File: src/rtl/inst_fetch.sv
// Instruction fetch FSM: IDLE -> REQ -> WAIT -> HOLD loop, one instruction held at a time.
// Optional INST_FETCH_MISALIGN_CHECK_EN traps a misaligned next_pc into a sticky FAULT state.
module inst_fetch #(
   parameter logic [31:0] RESET_PC    = 32'h8000_0000,
   parameter int          PATTERN_LEN = 15
) (
   input  logic                   clk,
   input  logic                   rst_n,
   output logic                   imem_req_valid,
   input  logic                   imem_req_ready,
   output logic [31:0]            imem_addr,
   input  logic                   imem_rsp_valid,
   input  logic [31:0]            imem_rsp_data,
   output logic                   inst_valid,
   input  logic                   inst_ready,
   output logic [31:0]            inst,
   output logic [PATTERN_LEN-1:0] pattern,
   output logic [31:0]            pc,
   input  logic [31:0]            next_pc,
   output logic [31:0]            fetch_cnt,
   output logic                   fault
);

   // Handshakes: a transfer happens on a rising edge where valid and ready are both 1;
   // valid never waits on ready, and the request address holds until accepted.
   typedef enum logic [2:0] {
      S_IDLE,
      S_REQ,
      S_WAIT,
      S_HOLD,
      S_FAULT
   } state_t;

   state_t state;

   assign imem_addr = pc;
   assign pattern   = PATTERN_LEN'({inst[31:25], inst[14:12], inst[6:2]});

`ifdef INST_FETCH_MISALIGN_CHECK_EN
   always_ff @(posedge clk or negedge rst_n) begin
      if (!rst_n) begin
         state          <= S_IDLE;
         pc             <= RESET_PC;
         inst           <= '0;
         fetch_cnt      <= '0;
         fault          <= 1'b0;
         imem_req_valid <= 1'b0;
         inst_valid     <= 1'b0;
      end else begin
         case (state)
            S_IDLE: begin
               state          <= S_REQ;
               imem_req_valid <= 1'b1;
            end
            S_REQ: begin
               if (imem_req_ready) begin
                  state          <= S_WAIT;
                  imem_req_valid <= 1'b0;
               end
            end
            S_WAIT: begin
               if (imem_rsp_valid) begin
                  inst       <= imem_rsp_data;
                  state      <= S_HOLD;
                  inst_valid <= 1'b1;
               end
            end
            S_HOLD: begin
               if (inst_ready) begin
                  pc         <= next_pc;
                  fetch_cnt  <= fetch_cnt + 32'd1;
                  inst_valid <= 1'b0;
                  // A misaligned target parks the fetcher until reset.
                  if (next_pc[1:0] != 2'b00) begin
                     state <= S_FAULT;
                     fault <= 1'b1;
                  end else begin
                     state          <= S_REQ;
                     imem_req_valid <= 1'b1;
                  end
               end
            end
            S_FAULT: begin
               state <= S_FAULT;
            end
            default: begin
               state          <= S_IDLE;
               imem_req_valid <= 1'b0;
               inst_valid     <= 1'b0;
            end
         endcase
      end
   end
`else
   assign fault = 1'b0;

   always_ff @(posedge clk or negedge rst_n) begin
      if (!rst_n) begin
         state          <= S_IDLE;
         pc             <= RESET_PC;
         inst           <= '0;
         fetch_cnt      <= '0;
         imem_req_valid <= 1'b0;
         inst_valid     <= 1'b0;
      end else begin
         case (state)
            S_IDLE: begin
               state          <= S_REQ;
               imem_req_valid <= 1'b1;
            end
            S_REQ: begin
               if (imem_req_ready) begin
                  state          <= S_WAIT;
                  imem_req_valid <= 1'b0;
               end
            end
            S_WAIT: begin
               if (imem_rsp_valid) begin
                  inst       <= imem_rsp_data;
                  state      <= S_HOLD;
                  inst_valid <= 1'b1;
               end
            end
            S_HOLD: begin
               if (inst_ready) begin
                  // Low bits are dropped so fetches stay word aligned.
                  pc             <= next_pc & 32'hFFFF_FFFC;
                  fetch_cnt      <= fetch_cnt + 32'd1;
                  inst_valid     <= 1'b0;
                  state          <= S_REQ;
                  imem_req_valid <= 1'b1;
               end
            end
            default: begin
               state          <= S_IDLE;
               imem_req_valid <= 1'b0;
               inst_valid     <= 1'b0;
            end
         endcase
      end
   end
`endif

endmodule

File: config.mk
export PLATFORM = sky130hd
export DESIGN_NAME = inst_fetch
export DESIGN_NICKNAME = d
export VERILOG_FILES = /design/src/rtl/inst_fetch.sv
export SDC_FILE = /design/constraint.sdc
export NUM_CORES = 1
export LEC_CHECK = 0
export CORE_MARGIN = 5
export CORE_UTILIZATION = 32
export CTS_CLUSTER_DIAMETER = 100
export CTS_CLUSTER_SIZE = 25
export DETAILED_ROUTE_END_ITERATION = 7
export GPL_ROUTABILITY_DRIVEN = 0
export PLACE_DENSITY = 0.66
export SYNTH_ARGS = -nofsm -noshare
export SYNTH_HDL_FRONTEND = slang
export SYNTH_SLANG_ARGS = --single-unit
File: constraint.sdc
create_clock -name clk -period 2.1 [get_ports clk]
set_clock_uncertainty 0.05 [all_clocks]
set_input_delay 0.42 -clock clk [delete_from_list [all_inputs] [get_ports clk]]
set_output_delay 0.42 -clock clk [all_outputs]
set_load 0.01 [all_outputs]
Word level (Yosys, flattened, before mapping) --
Cells that the tools add are included.
Word-level totals: output and inout bits 146, logic and storage cells 32, input bits 69, flip-flop bits (word level) 99
Cells by class: equal/unequal tests 6, add/subtract/negate cells 1, reduce and logical (&&, ||, !) cells 7, bitwise gates (word level) 2, mux-type cells 10
Operators by type and width (count):
- adder 32 x 1 -> 32 bit, second input constant | 1
- one-hot mux 3 bit (4 select lines) | 1
- two-way mux 3 bit | 3
- AND reduction 3 bit | 3
- == test 3 x 2 -> 1 bit, second input constant | 2
- inequality test 2 bit, second input constant | 3
- two-way mux 1 bit | 4
- one-hot mux 1 bit (4 select lines) | 1
- AND reduction 2 bit | 2
- == test 3 x 1 -> 1 bit, second input constant | 1
- logical NOT 3 bit | 1
- one-hot mux 1 bit (3 select lines) | 1
- NOT 1 bit | 2
- OR reduction 2 bit | 1

Longest topological paths before layout --
word-level depth 4, gate-level depth with buffers 6

Worst setup path after synthesis --
No wires, ideal clock.
path type register to register, from register fetch_cnt[11], to register fetch_cnt[28], buffers on the path 2, clock period less this slack 1.861 ns, setup slack 0.239 ns, cell stages (with the launch flop) 7, data arrival time 1.732 ns, required time 1.971 ns, setup time 0.079 ns, cell sequence dfrtp_1 > nand3_1 > or4_1 > buf_2 > buf_6 > nor4_2 > xor2_1
On the way: word-level cells in the longest chain between the ends 1
Ends and longest elaborated chain:
- start, declared | RTL line 20 | output logic [31:0] fetch_cnt,
- start signal, assigned | RTL line 128 | fetch_cnt <= fetch_cnt + 32'd1;
- adder 32 x 1 -> 32 bit | RTL line 128
Every way passes these cells. A chain may end at the register's enable or synchronous reset.

Worst setup path in the final report --
from register fetch_cnt[17], to output fetch_cnt[17]
No word-level cell between the ends.

==> results_dict.tcl <==
set metrics [dict create \
    dieHeight_um 127 \
    grt_pass1_wl_mm 17.6 \
    crit_type "reg2out" \
    critPathTopFamily "buffers and inverters" \
    switching_share_pct 30.3 \
    r2r-start "fetch_cnt[8]" \
    grt-ovfl-total 0 \
    final_core_util_pct 50.8 \
    cts_buffer_depth 2 \
    cts-buffers-inserted 9 \
    numClockSinks 98 \
    grt_use_total_pct 13.7 \
    slew_violations 0 \
    dpl-instance-area_mm2 0.00645 \
    p_switching_w 0.00272 \
    r2r_cells 5 \
    grt_setup_unrepaired "false" \
    drive_gt1_share_pct 20.3 \
    cap_violations 0 \
    crit_arrival_ns 1.51 \
    clkLatencyLatePin_ns 0.34 \
    crit_path_cell_trace "clkdlybuf4s50_1" \
    status "finished, final reports clean" \
    fillCellCount 1186 \
    cp-end-kind "primary output" \
    clock_power_share_pct 18.7 \
    nets 600 \
    powerDensity_mw_per_mm2 1330 \
    syn_inst 345 \
    worst_slew_pin_slew_ns 0.521 \
    grt_pass1_vias 3335 \
    ys_seq_area_share_pct 55.8 \
    critPathMaxStageDelay_ns 0.62 \
    vias 3183 \
    antenna_left 0 \
    start_kind "flip-flop" \
    internal_power_w 0.00626 \
    area_growth_pct 54.1 \
    insertedDiodeCount 0 \
    rrSetupSlack_ns 0.18 \
    async_flop_share_pct 100 \
    hold_viol 0 \
    ir_drop_mv 0.660 \
    setup_viol 0 \
    synth.avg_cell_area_um2 12.7 \
    yosysMostFrequentCell "dfrtp_1" \
    critical_path_buf_inv_count 1 \
    dieArea_mm2 0.0162 \
    grt_max_degree 99 \
    route.detailed.drc 0 \
    fmax_mhz 504 \
    wire_per_inst_um 15.7 \
    hp-class "in2async" \
    antenna_found_initial 0 \
    design_area_mm2 0.00678 \
    ys_top_cells_by_area "dfrtp_1, mux2_2, buf_4" \
    relSlewSlack_pct 65.3 \
    synth-seq-cells 98 \
    leakagePower_nw 2.93 \
    synth_largest_area_cell "dfrtp_1" \
    root_buffer "clkbuf_16" \
    viasPerCell 4.50 \
    timing.hold.ws_ns 0.0849 \
    power_frac_seq_pct 34.6 \
    first_pass_iters 4 \
    ioPinCount 215 \
    hpwl_mm 8.42 \
    ys_warn_count 0 \
    r2r_end "fetch_cnt[27]" \
    wirelength_mm 11.1 \
    cts_setup_buffers 0 \
    synthDominantCellAreaShare_pct 55.2 \
    worstPathMaxFanout 10 \
    start_util_pct 32.9 \
    io_buffers 207 \
    synth_edf_count 0 \
    drtIter0Drc 116 \
    cts_tree "built" \
    period_minus_slack_ns 1.98 \
    rows 42 \
    p_comb_share_pct 46.7 \
    ys_types 32 \
    critical-path-slowest-cell "clkdlybuf4s50_1" \
    synthTopCellsByCount "dfrtp_1, mux2_2, buf_4" \
    synth_area_mm2 0.00440 \
    fp.coreArea_mm2 0.0133 \
    synth_flop_cell "dfrtp_1" \
    htree_levels 3 \
    cp.required_ns 1.63 \
    finalCritPeriodShare_pct 94.4 \
    clkTransAtPathRegs_ns 0.07 \
    fp.dieW_um 127 \
]
==> how the worst max path moves through the flow <==
stage	start	end	slack, ns	cells past startpoint
global placement	inst_ready	fetch_cnt[23]	-0.13	5
global route	fetch_cnt[17]	fetch_cnt[17]	0.04	1
finish	fetch_cnt[17]	fetch_cnt[17]	0.12	1
detailed placement	inst_ready	fetch_cnt[23]	-0.20	5
floorplan	fetch_cnt[11]	fetch_cnt[28]	0.24	6
CTS	state[0]	fetch_cnt[23]	0.09	5
==> cell families after synthesis <==
family,after synthesis,share of synthesized area [%]
buffers and inverters,67,10.2
adders and majority gates,5,1.42
AOI/OAI and AO/OA,6,0.797
xor gates and xnor gates,31,6.17
muxes,64,16.4
DFF,98,55.8
other,1,0.0853
and+or+nand+nor,73,9.13
==> layout by cell type, fill, tap and decap left out, drive strengths merged, types with 2 or more instances in the layout <==
| master | instances |
|---|---|
| nor3 | 10 |
| o21ai | 3 |
| xnor2 | 9 |
| conb | 5 |
| inv | 6 |
| nor4 | 9 |
| ha | 5 |
| nand4 | 7 |
| xor2 | 22 |
| clkbuf | 12 |
| and4 | 2 |
| clkdlybuf4s50 | 206 |
| mux2 | 64 |
| nor2 | 6 |
| nand3 | 7 |
| nor2b | 2 |
| dfrtp | 97 |
| nand2 | 21 |
| and3 | 5 |
| buf | 21 |
| clkinvlp | 2 |
==> per-stage QoR <==
step | TNS (ns) | std cells | power (W) | setup slack [ns]
after floorplan | 0 | 349 | 0.00525 | 0.239
after CTS | 0 | 707 | 0.00914 | 0.0885
after detailed placement | -1.08 | 691 | 0.00742 | -0.205
after global placement | -0.658 | 691 | 0.00731 | -0.126
after global routing | 0 | 707 | 0.00952 | 0.0419
final | 0 | 707 | 0.00898 | 0.117
==> power by group through the flow <==
stage / logic (W) / registers, W / clock network [W]
floorplan: 0.00186 / 0.00339 / 0
global placement: 0.00419 / 0.00311 / 0
detailed placement: 0.00426 / 0.00316 / 0
CTS: 0.00427 / 0.00313 / 0.00175
global route: 0.00445 / 0.00324 / 0.00183
finish: 0.00419 / 0.00311 / 0.00168
==> what timing repair did <==
item                       CTS  global route
resized for setup            0             3
hold buffers                 0             0
setup endpoints to repair    0             2
==> per-layer routing <==
| metal | vias to the layer above | routed length, um | track usage [%] |
|---|---|---|---|
| li1 | 1486 | - | - |
| met1 | 1570 | 4370 | 15.8 |
| met2 | 115 | 5800 | 23.9 |
| met3 | 12 | 766 | 3.84 |
| met4 | 0 | 193 | 5.49 |
| met5 | - | 0 | 0 |
==> sequential cells by signal (all words and copies together) (netlist names) <==
name            count
fetch_cnt          32
imem_addr          30
imem_req_valid      1
inst               32
inst_valid          1
state               2
==> area by class of cell <==
cell class	instances	area [um^2]	area share, %
inverters	6	22.5	0.332
well taps	176	220	3.25
multi-input cells	184	1530	22.5
repair buffers	227	2240	33.1
flip-flops and latches	98	2450	36.2
clock buffers	12	256	3.79
clock inverters	4	50.0	0.739
No activity file was read; power rests on OpenSTA's default activity.
